===== src/rtl/ram_stream_loader.sv =====
// Streams D-bit words into a 2^A-deep async RAM and can stream them back out; optional read-back built under READBACK_EN.
// Latency: accepted input word written on the same clock edge; read-back data is combinational from the current address.
// Backpressure: in_ready is high for the whole load; read-back advances only on out_valid && out_ready.
module ram_stream_loader #(
    parameter int A = 5,
    parameter int D = 4
) (
    input  logic         clk,
    input  logic         reset,
    input  logic         start_load,
    input  logic         start_dump,
    input  logic         in_valid,
    output logic         in_ready,
    input  logic [D-1:0] in_data,
    output logic [A-1:0] ram_addr,
    output logic [D-1:0] ram_din,
    output logic         ram_we,
    input  logic [D-1:0] ram_dout,
    output logic         out_valid,
    input  logic         out_ready,
    output logic [D-1:0] out_data,
    output logic         busy,
    output logic         load_done
);

    typedef enum logic [1:0] {
        IDLE = 2'd0,
        LOAD = 2'd1,
        DUMP = 2'd2
    } state_t;

    localparam logic [A-1:0] LAST_ADDR = '1;

    state_t         state_q, state_d;
    logic [A-1:0]   addr_q, addr_d;
    logic           load_done_q, load_done_d;

`ifndef READBACK_EN
    logic unused_rdback;
    assign unused_rdback = ^{ram_dout, out_ready, start_dump};
`endif

    always_ff @(posedge clk) begin
        if (reset) begin
            state_q     <= IDLE;
            addr_q      <= '0;
            load_done_q <= 1'b0;
        end else begin
            state_q     <= state_d;
            addr_q      <= addr_d;
            load_done_q <= load_done_d;
        end
    end

    always_comb begin
        state_d     = state_q;
        addr_d      = addr_q;
        load_done_d = load_done_q;
        in_ready    = 1'b0;
        ram_we      = 1'b0;
        out_valid   = 1'b0;
        out_data    = '0;
        busy        = 1'b0;

        case (state_q)
            IDLE: begin
                if (start_load) begin
                    state_d     = LOAD;
                    addr_d      = '0;
                    load_done_d = 1'b0;
                end
`ifdef READBACK_EN
                else if (start_dump) begin
                    state_d = DUMP;
                    addr_d  = '0;
                end
`endif
            end
            LOAD: begin
                in_ready = 1'b1;
                busy     = 1'b1;
                ram_we   = in_valid;
                if (in_valid) begin
                    if (addr_q == LAST_ADDR) begin
                        state_d     = IDLE;
                        addr_d      = '0;
                        load_done_d = 1'b1;
                    end else begin
                        addr_d = addr_q + 1'b1;
                    end
                end
            end
`ifdef READBACK_EN
            DUMP: begin
                out_valid = 1'b1;
                busy      = 1'b1;
                out_data  = ram_dout;
                if (out_ready) begin
                    if (addr_q == LAST_ADDR) begin
                        state_d = IDLE;
                        addr_d  = '0;
                    end else begin
                        addr_d = addr_q + 1'b1;
                    end
                end
            end
`endif
            default: state_d = IDLE;
        endcase

        // Reset cycle must not write or handshake, whatever state is being aborted.
        if (reset) begin
            in_ready  = 1'b0;
            ram_we    = 1'b0;
            out_valid = 1'b0;
            out_data  = '0;
            busy      = 1'b0;
        end
    end

    assign ram_addr  = addr_q;
    assign ram_din   = in_data;
    assign load_done = load_done_q;

endmodule


===== config.mk =====
export PLATFORM = sky130hd
export DESIGN_NAME = ram_stream_loader
export DESIGN_NICKNAME = d
export VERILOG_FILES = /design/src/rtl/ram_stream_loader.sv
export SDC_FILE = /design/constraint.sdc
export NUM_CORES = 1
export LEC_CHECK = 0
export CAP_MARGIN = 0
export CORE_MARGIN = 2
export CORE_UTILIZATION = 36
export CTS_CLUSTER_DIAMETER = 200
export DETAILED_ROUTE_END_ITERATION = 16
export GPL_ROUTABILITY_DRIVEN = 1
export PLACE_DENSITY = 0.77
export SYNTH_ARGS = -nofsm -noshare
export SYNTH_HDL_FRONTEND = slang
export SYNTH_SLANG_ARGS = --single-unit

===== constraint.sdc =====
create_clock -name clk -period 2.6 [get_ports clk]
set_input_delay 0.52 -clock clk [delete_from_list [all_inputs] [get_ports clk]]
set_output_delay 0.52 -clock clk [all_outputs]
set_load 0.03 [all_outputs]

==> flow_metrics.env, run 1 <==
export IMPL_crit_buf_inv=2
export IMPL_critPathLaunch="reset"
export IMPL_grt_setup_unrepaired="false"
export IMPL_critical_path_max_fanout=3
export IMPL_required_ns=2.08
export IMPL_postCtsHoldBufs=0
export IMPL_drv_slew=0
export IMPL_drt_iter0_markers=5
export IMPL_drt_wl_total_um=845
export IMPL_arrival_ns=1.92
export IMPL_cts_tree="yes"
export IMPL_synth_cell_types=23
export IMPL_gr_total_overflow=0
export IMPL_synth_warning_count=0
export IMPL_first_global_vias=310
export IMPL_cts_resized_gates=0
export IMPL_post_cts_setup_buffers=0
export IMPL_remaining_drc_errors=0
export IMPL_synth_seq_area_share_pct=28.1
export IMPL_synthesis_area_um2=499
export IMPL_max_stage_delay_ns=0.66
export IMPL_cts_buffer_depth=2
export IMPL_peakVddDrop_mv=0.225
export IMPL_grtUsageTotal_pct=12.4
export IMPL_dp_hpwl_um=614
export IMPL_drt_first_pass_iters=4
export IMPL_fp_row_count=13
export IMPL_synth_top_cell_by_area="dfxtp_1"
export IMPL_area_growth_pct=21.1
export IMPL_maxCapViolCount=0
export IMPL_skew_ns=0.00196
export IMPL_clkTransAtPathRegs_ns=0.05
export IMPL_gp_congestion=0.704
export IMPL_post_route_period_util_pct=94.0
export IMPL_hold_slack_ns=0.491
export IMPL_synthFlopType="dfxtp_1"
export IMPL_cts_root_buf="clkbuf_4"
export IMPL_yosys_area_top_type_share_pct=28.1
export IMPL_synth_area_per_cell_um2=9.24
export IMPL_cp_start_kind="primary input"
export IMPL_io_buffers=12
export IMPL_async_flop_share_pct=0
export IMPL_start_util_pct=38.4
export IMPL_setup_violations=0
export IMPL_drive_gt1_share_pct=23.1
export IMPL_netlist_instances=54
export IMPL_fin_nets=82
export IMPL_crit_family="buffers and inverters"
export IMPL_slowest_stage="clkdlybuf4s50_1"
export IMPL_outcome="complete, no violations"
export IMPL_synthTopCellsByCount="buf_4, dfxtp_1, a21oi_1, nor2_1, nor3b_1"
export IMPL_clock_latency_ns=0.25
export IMPL_numCtsBuffers=3
export IMPL_fmax_mhz=409
export IMPL_synthTopCellsByArea="dfxtp_1, buf_4, a21oi_1"
export IMPL_core_region_area_um2=1300
export IMPL_grt_max_degree=15
export IMPL_hold_viol=0
export IMPL_crit_type="primary input to output pin"
export IMPL_min_path_type="flip-flop to flip-flop"
export IMPL_die_area_um2=1700
export IMPL_final_antenna_net_count=0
export IMPL_reg2reg_from="ram_addr[0]"
export IMPL_die_w_um=41.2
export IMPL_vias=377
export IMPL_p_leak_nw=0.255
export IMPL_setup_tns_ns=0
export IMPL_cp_cell_sequence="clkdlybuf4s50_1 > nor2b_1 > and2_2 > clkdlybuf4s50_1"
export IMPL_routed_via_density=4.71
export IMPL_synth_edf_count=0
export IMPL_cellPowerDensity_nw_per_um2=429
export IMPL_synth_most_common_cell="buf_4"
export IMPL_die_h_um=41.2
export IMPL_yosys_register_bits=7
export IMPL_h_tree_depth=1
export IMPL_wl_per_cell_um=10.6
export IMPL_crit_top_cell="clkdlybuf4s50_1"
export IMPL_numClockSinks=7
export IMPL_antenna_found_initial=0
export IMPL_num_io_pins=32
export IMPL_endpoint_kind="output pin"
export IMPL_min_period_ns=2.44
export IMPL_num_antenna_cells=0
export IMPL_hp_start="load_done"
export IMPL_grt_pass1_wl_mm=1.24
[sequential cells by signal (all words and copies together) (netlist names)]
register	flops
ram_addr	5
load_done	1
state_q	1
[layout make-up]
cell class / instances / area, um^2
Fill cell: 127 / 697
Multi-Input combinational cell: 39 / 277
Timing Repair Buffer: 15 / 143
Sequential cell: 7 / 140
Clock buffer: 4 / 26.3
Tap cell: 15 / 18.8
[cells by family after synthesis]
| logic type | synth area share (%) |
|---|---|
| fa+ha+maj | 5.01 |
| simple gates | 27.6 |
| compound gates | 12.8 |
| buf+inv | 19.5 |
| other cells | 0.751 |
| flops | 28.1 |
| mux | 4.51 |
| xor+xnor | 1.75 |
[worst min-delay path: cells and delay by family (launching register included)]
kind,cells,cell delay [ns]
flip-flops,1,0.32
AO/OA/AOI/OAI,1,0.06
AND/OR/NAND/NOR,1,0.07
[layer usage]
metal | wire [um] | vias up | track usage, %
met1 | 372 | 165 | 11.9
met2 | 375 | 14 | 19.5
met3 | 64 | 4 | 3.26
met5 | 0 | - | 0
li1 | - | 194 | -
met4 | 32 | 0 | 14.5
[per-stage QoR]
step | power, W | setup WS (ns) | cell area [um^2] | std cells | util [%]
3_3_place_gp | 0.000161 | 0.150 | 578 | 76 | 44.4
3_5_place_dp | 0.000161 | 0.137 | 578 | 76 | 44.4
2_1_floorplan | 0.000164 | 0.724 | 514 | 58 | -
5_1_grt | 0.000273 | 0.0274 | 604 | 80 | 46.4
4_1_cts | 0.000263 | 0.133 | 604 | 80 | 46.4
6_report | 0.000259 | 0.156 | 604 | 80 | 46.4
[path summary, 6_finish.rpt]
| path | to | slack, ns | cells past startpoint |
|---|---|---|---|
| worst max-delay path | ram_we | 0.16 | 4 |
| worst min-delay path | load_done | 0.49 | 2 |
| worst max register to register | ram_addr[4] | 0.98 | 6 |
| worst min register to register | load_done | 0.49 | 2 |
[power breakdown]
group	leakage (nW)	internal, W	switching [W]
Combinational	0.184	0.0000178	0.0000295
Sequential	0.0568	0.000110	0.00000236
Clock	0.0150	0.0000586	0.0000412
[placed cells by master (no fill, tap or decap), types with 2 or more instances in the layout]
| cell type | n |
|---|---|
| clkbuf_4 | 3 |
| or3b_1 | 2 |
| a21oi_1 | 5 |
| ha_1 | 2 |
| buf_4 | 3 |
| mux2_2 | 2 |
| nor2_1 | 5 |
| conb_1 | 5 |
| clkdlybuf4s50_1 | 12 |
| and2_2 | 2 |
| nor3b_1 | 3 |
| dfxtp_1 | 7 |
| o21ai_0 | 2 |
(Power assumes the default switching activity.)
==> inputs of run 2 (changes only) <==
--- a/config.mk
+++ b/config.mk
@@ -7,11 +7,11 @@
 export LEC_CHECK = 0
 export CAP_MARGIN = 0
 export CORE_MARGIN = 2
-export CORE_UTILIZATION = 36
-export CTS_CLUSTER_DIAMETER = 200
+export CORE_UTILIZATION = 34
+export CTS_CLUSTER_DIAMETER = 150
 export DETAILED_ROUTE_END_ITERATION = 16
 export GPL_ROUTABILITY_DRIVEN = 1
-export PLACE_DENSITY = 0.77
+export PLACE_DENSITY = 0.73
 export SYNTH_ARGS = -nofsm -noshare
 export SYNTH_HDL_FRONTEND = slang
 export SYNTH_SLANG_ARGS = --single-unit
==> constraint.sdc (replaced) <==
create_clock -name clk -period 2.67 [get_ports clk]
set_input_delay 0.534 -clock clk [delete_from_list [all_inputs] [get_ports clk]]
set_output_delay 0.534 -clock clk [all_outputs]
set_load 0.03 [all_outputs]
==> run 2 against run 1 <==
Effect of this change:
- clock skew shrank 0.0016 ns
- largest power group unchanged
- core utilization fell by 1.1 points
- final cell count unchanged
==> flow_metrics.env, run 2 (synthesis results as in run 1) <==
export IMPL_fmax_mhz=404
export IMPL_fp_row_count=13
export IMPL_antenna_found_initial=0
export IMPL_required_ns=2.14
export IMPL_remaining_drc_errors=0
export IMPL_stdcell_count=80
export IMPL_layout_commonest_cell="clkdlybuf4s50_1"
export IMPL_grt_setup_unrepaired="false"
export IMPL_largest_reg_flops=5
export IMPL_min_path_type="flip-flop to flip-flop"
export IMPL_core_region_area_um2=1330
export IMPL_dp_hpwl_um=644
export IMPL_clock_latency_ns=0.25
export IMPL_cp_start_kind="primary input"
export IMPL_crit_type="primary input to output pin"
export IMPL_io_buffers=12
export IMPL_slowest_stage="clkdlybuf4s50_1"
export IMPL_dpl_instance_area_um2=578
export IMPL_design_area_um2=604
export IMPL_routed_via_density=4.89
export IMPL_setup_violations=0
export IMPL_crit_buf_inv=2
export IMPL_cts_buffer_depth=2
export IMPL_crit_top_cell="clkdlybuf4s50_1"
export IMPL_n_fill_cell=137
export IMPL_dpl_cell_count=76
export IMPL_hold_viol=0
export IMPL_cellPowerDensity_nw_per_um2=415
export IMPL_cts_resized_gates=0
export IMPL_maxCapViolCount=0
export IMPL_clkTransAtPathRegs_ns=0.05
export IMPL_setup_tns_ns=0
export IMPL_post_route_period_util_pct=92.6
export IMPL_critical_path_max_fanout=3
export IMPL_min_period_ns=2.47
export IMPL_final_antenna_net_count=0
export IMPL_drive_gt1_share_pct=23.1
export IMPL_die_w_um=42.3
export IMPL_die_h_um=42.3
export IMPL_die_area_um2=1790
export IMPL_drt_wl_total_um=839
export IMPL_cts_root_buf="clkbuf_4"
export IMPL_post_cts_setup_buffers=0
export IMPL_area_growth_pct=21.1
export IMPL_start_util_pct=37.4
export IMPL_peakVddDrop_mv=0.222
export IMPL_p_leak_nw=0.255
export IMPL_numClockSinks=7
export IMPL_arrival_ns=1.94
export IMPL_skew_ns=0.000382
export IMPL_crit_family="buffers and inverters"
export IMPL_h_tree_depth=1
export IMPL_fin_nets=82
export IMPL_wl_per_cell_um=10.5
export IMPL_postCtsHoldBufs=0
export IMPL_endpoint_kind="output pin"
export IMPL_cts_tree="yes"
export IMPL_num_io_pins=32
export IMPL_num_antenna_cells=0
export IMPL_drv_slew=0
export IMPL_numCtsBuffers=3
export IMPL_gr_total_overflow=0
export IMPL_drt_iter0_markers=2
export IMPL_max_stage_delay_ns=0.66
export IMPL_drt_first_pass_iters=4
export IMPL_layout_common_cells="clkdlybuf4s50_1, dfxtp_1, a21oi_1, nor2_1, conb_1"
export IMPL_cp_cell_sequence="clkdlybuf4s50_1 > nor2b_1 > and2_2 > clkdlybuf4s50_1"
export IMPL_gp_congestion=0.716
export IMPL_grt_pass1_wl_mm=1.31
export IMPL_vias=391
export IMPL_postLayoutCoreUtil_pct=45.3
export IMPL_grt_max_degree=15
export IMPL_grtUsageTotal_pct=9.96
export IMPL_first_global_vias=320
export IMPL_outcome="complete, no violations"
run 2: where the power goes:
part | switching [W] | internal, W | total [W]
Combinational | 0.0000287 | 0.0000174 | 0.0000461
Sequential | 0.00000231 | 0.000107 | 0.000109
Clock | 0.0000387 | 0.0000570 | 0.0000957
Total | 0.0000697 | 0.000181 | 0.000251
run 2: per-layer routing:
metal	track usage, %	up-vias	routed length [um]
li1	-	194	-
met1	12.4	180	389
met2	14.5	15	382
met3	1.29	2	53
met4	9.38	0	14
met5	0	-	0
run 2: final cells by class:
type                            count  area [um^2]  area share, %
Clock buffer                        4         26.3           4.35
Tap cell                           15         18.8           3.11
Timing Repair Buffer               15          143           23.6
Multi-Input combinational cell     39          277           45.8
Sequential cell                     7          140           23.2
run 2: worst paths after layout:
path,slack (ns),start,endpoint,cells past startpoint
setup / recovery,0.20,reset,ram_we,4
hold / removal,0.50,load_done,load_done,2
setup reg to reg,1.08,ram_addr[0],ram_addr[4],6
hold reg to reg,0.50,load_done,load_done,2
run 2: through the flow:
stage / worst slack [ns] / power, W / hold WS, ns
2_1_floorplan: 0.766 / 0.000160 / 0.583
3_3_place_gp: 0.203 / 0.000157 / 0.471
3_5_place_dp: 0.183 / 0.000157 / 0.486
4_1_cts: 0.175 / 0.000257 / 0.500
5_1_grt: 0.0868 / 0.000263 / 0.527
6_report: 0.197 / 0.000251 / 0.500
run 2: tightest hold or removal path: cells and delay by family (launching register included):
kind            cells  cell delay, ns
flops               1            0.32
simple gates        1            0.07
compound gates      1            0.06
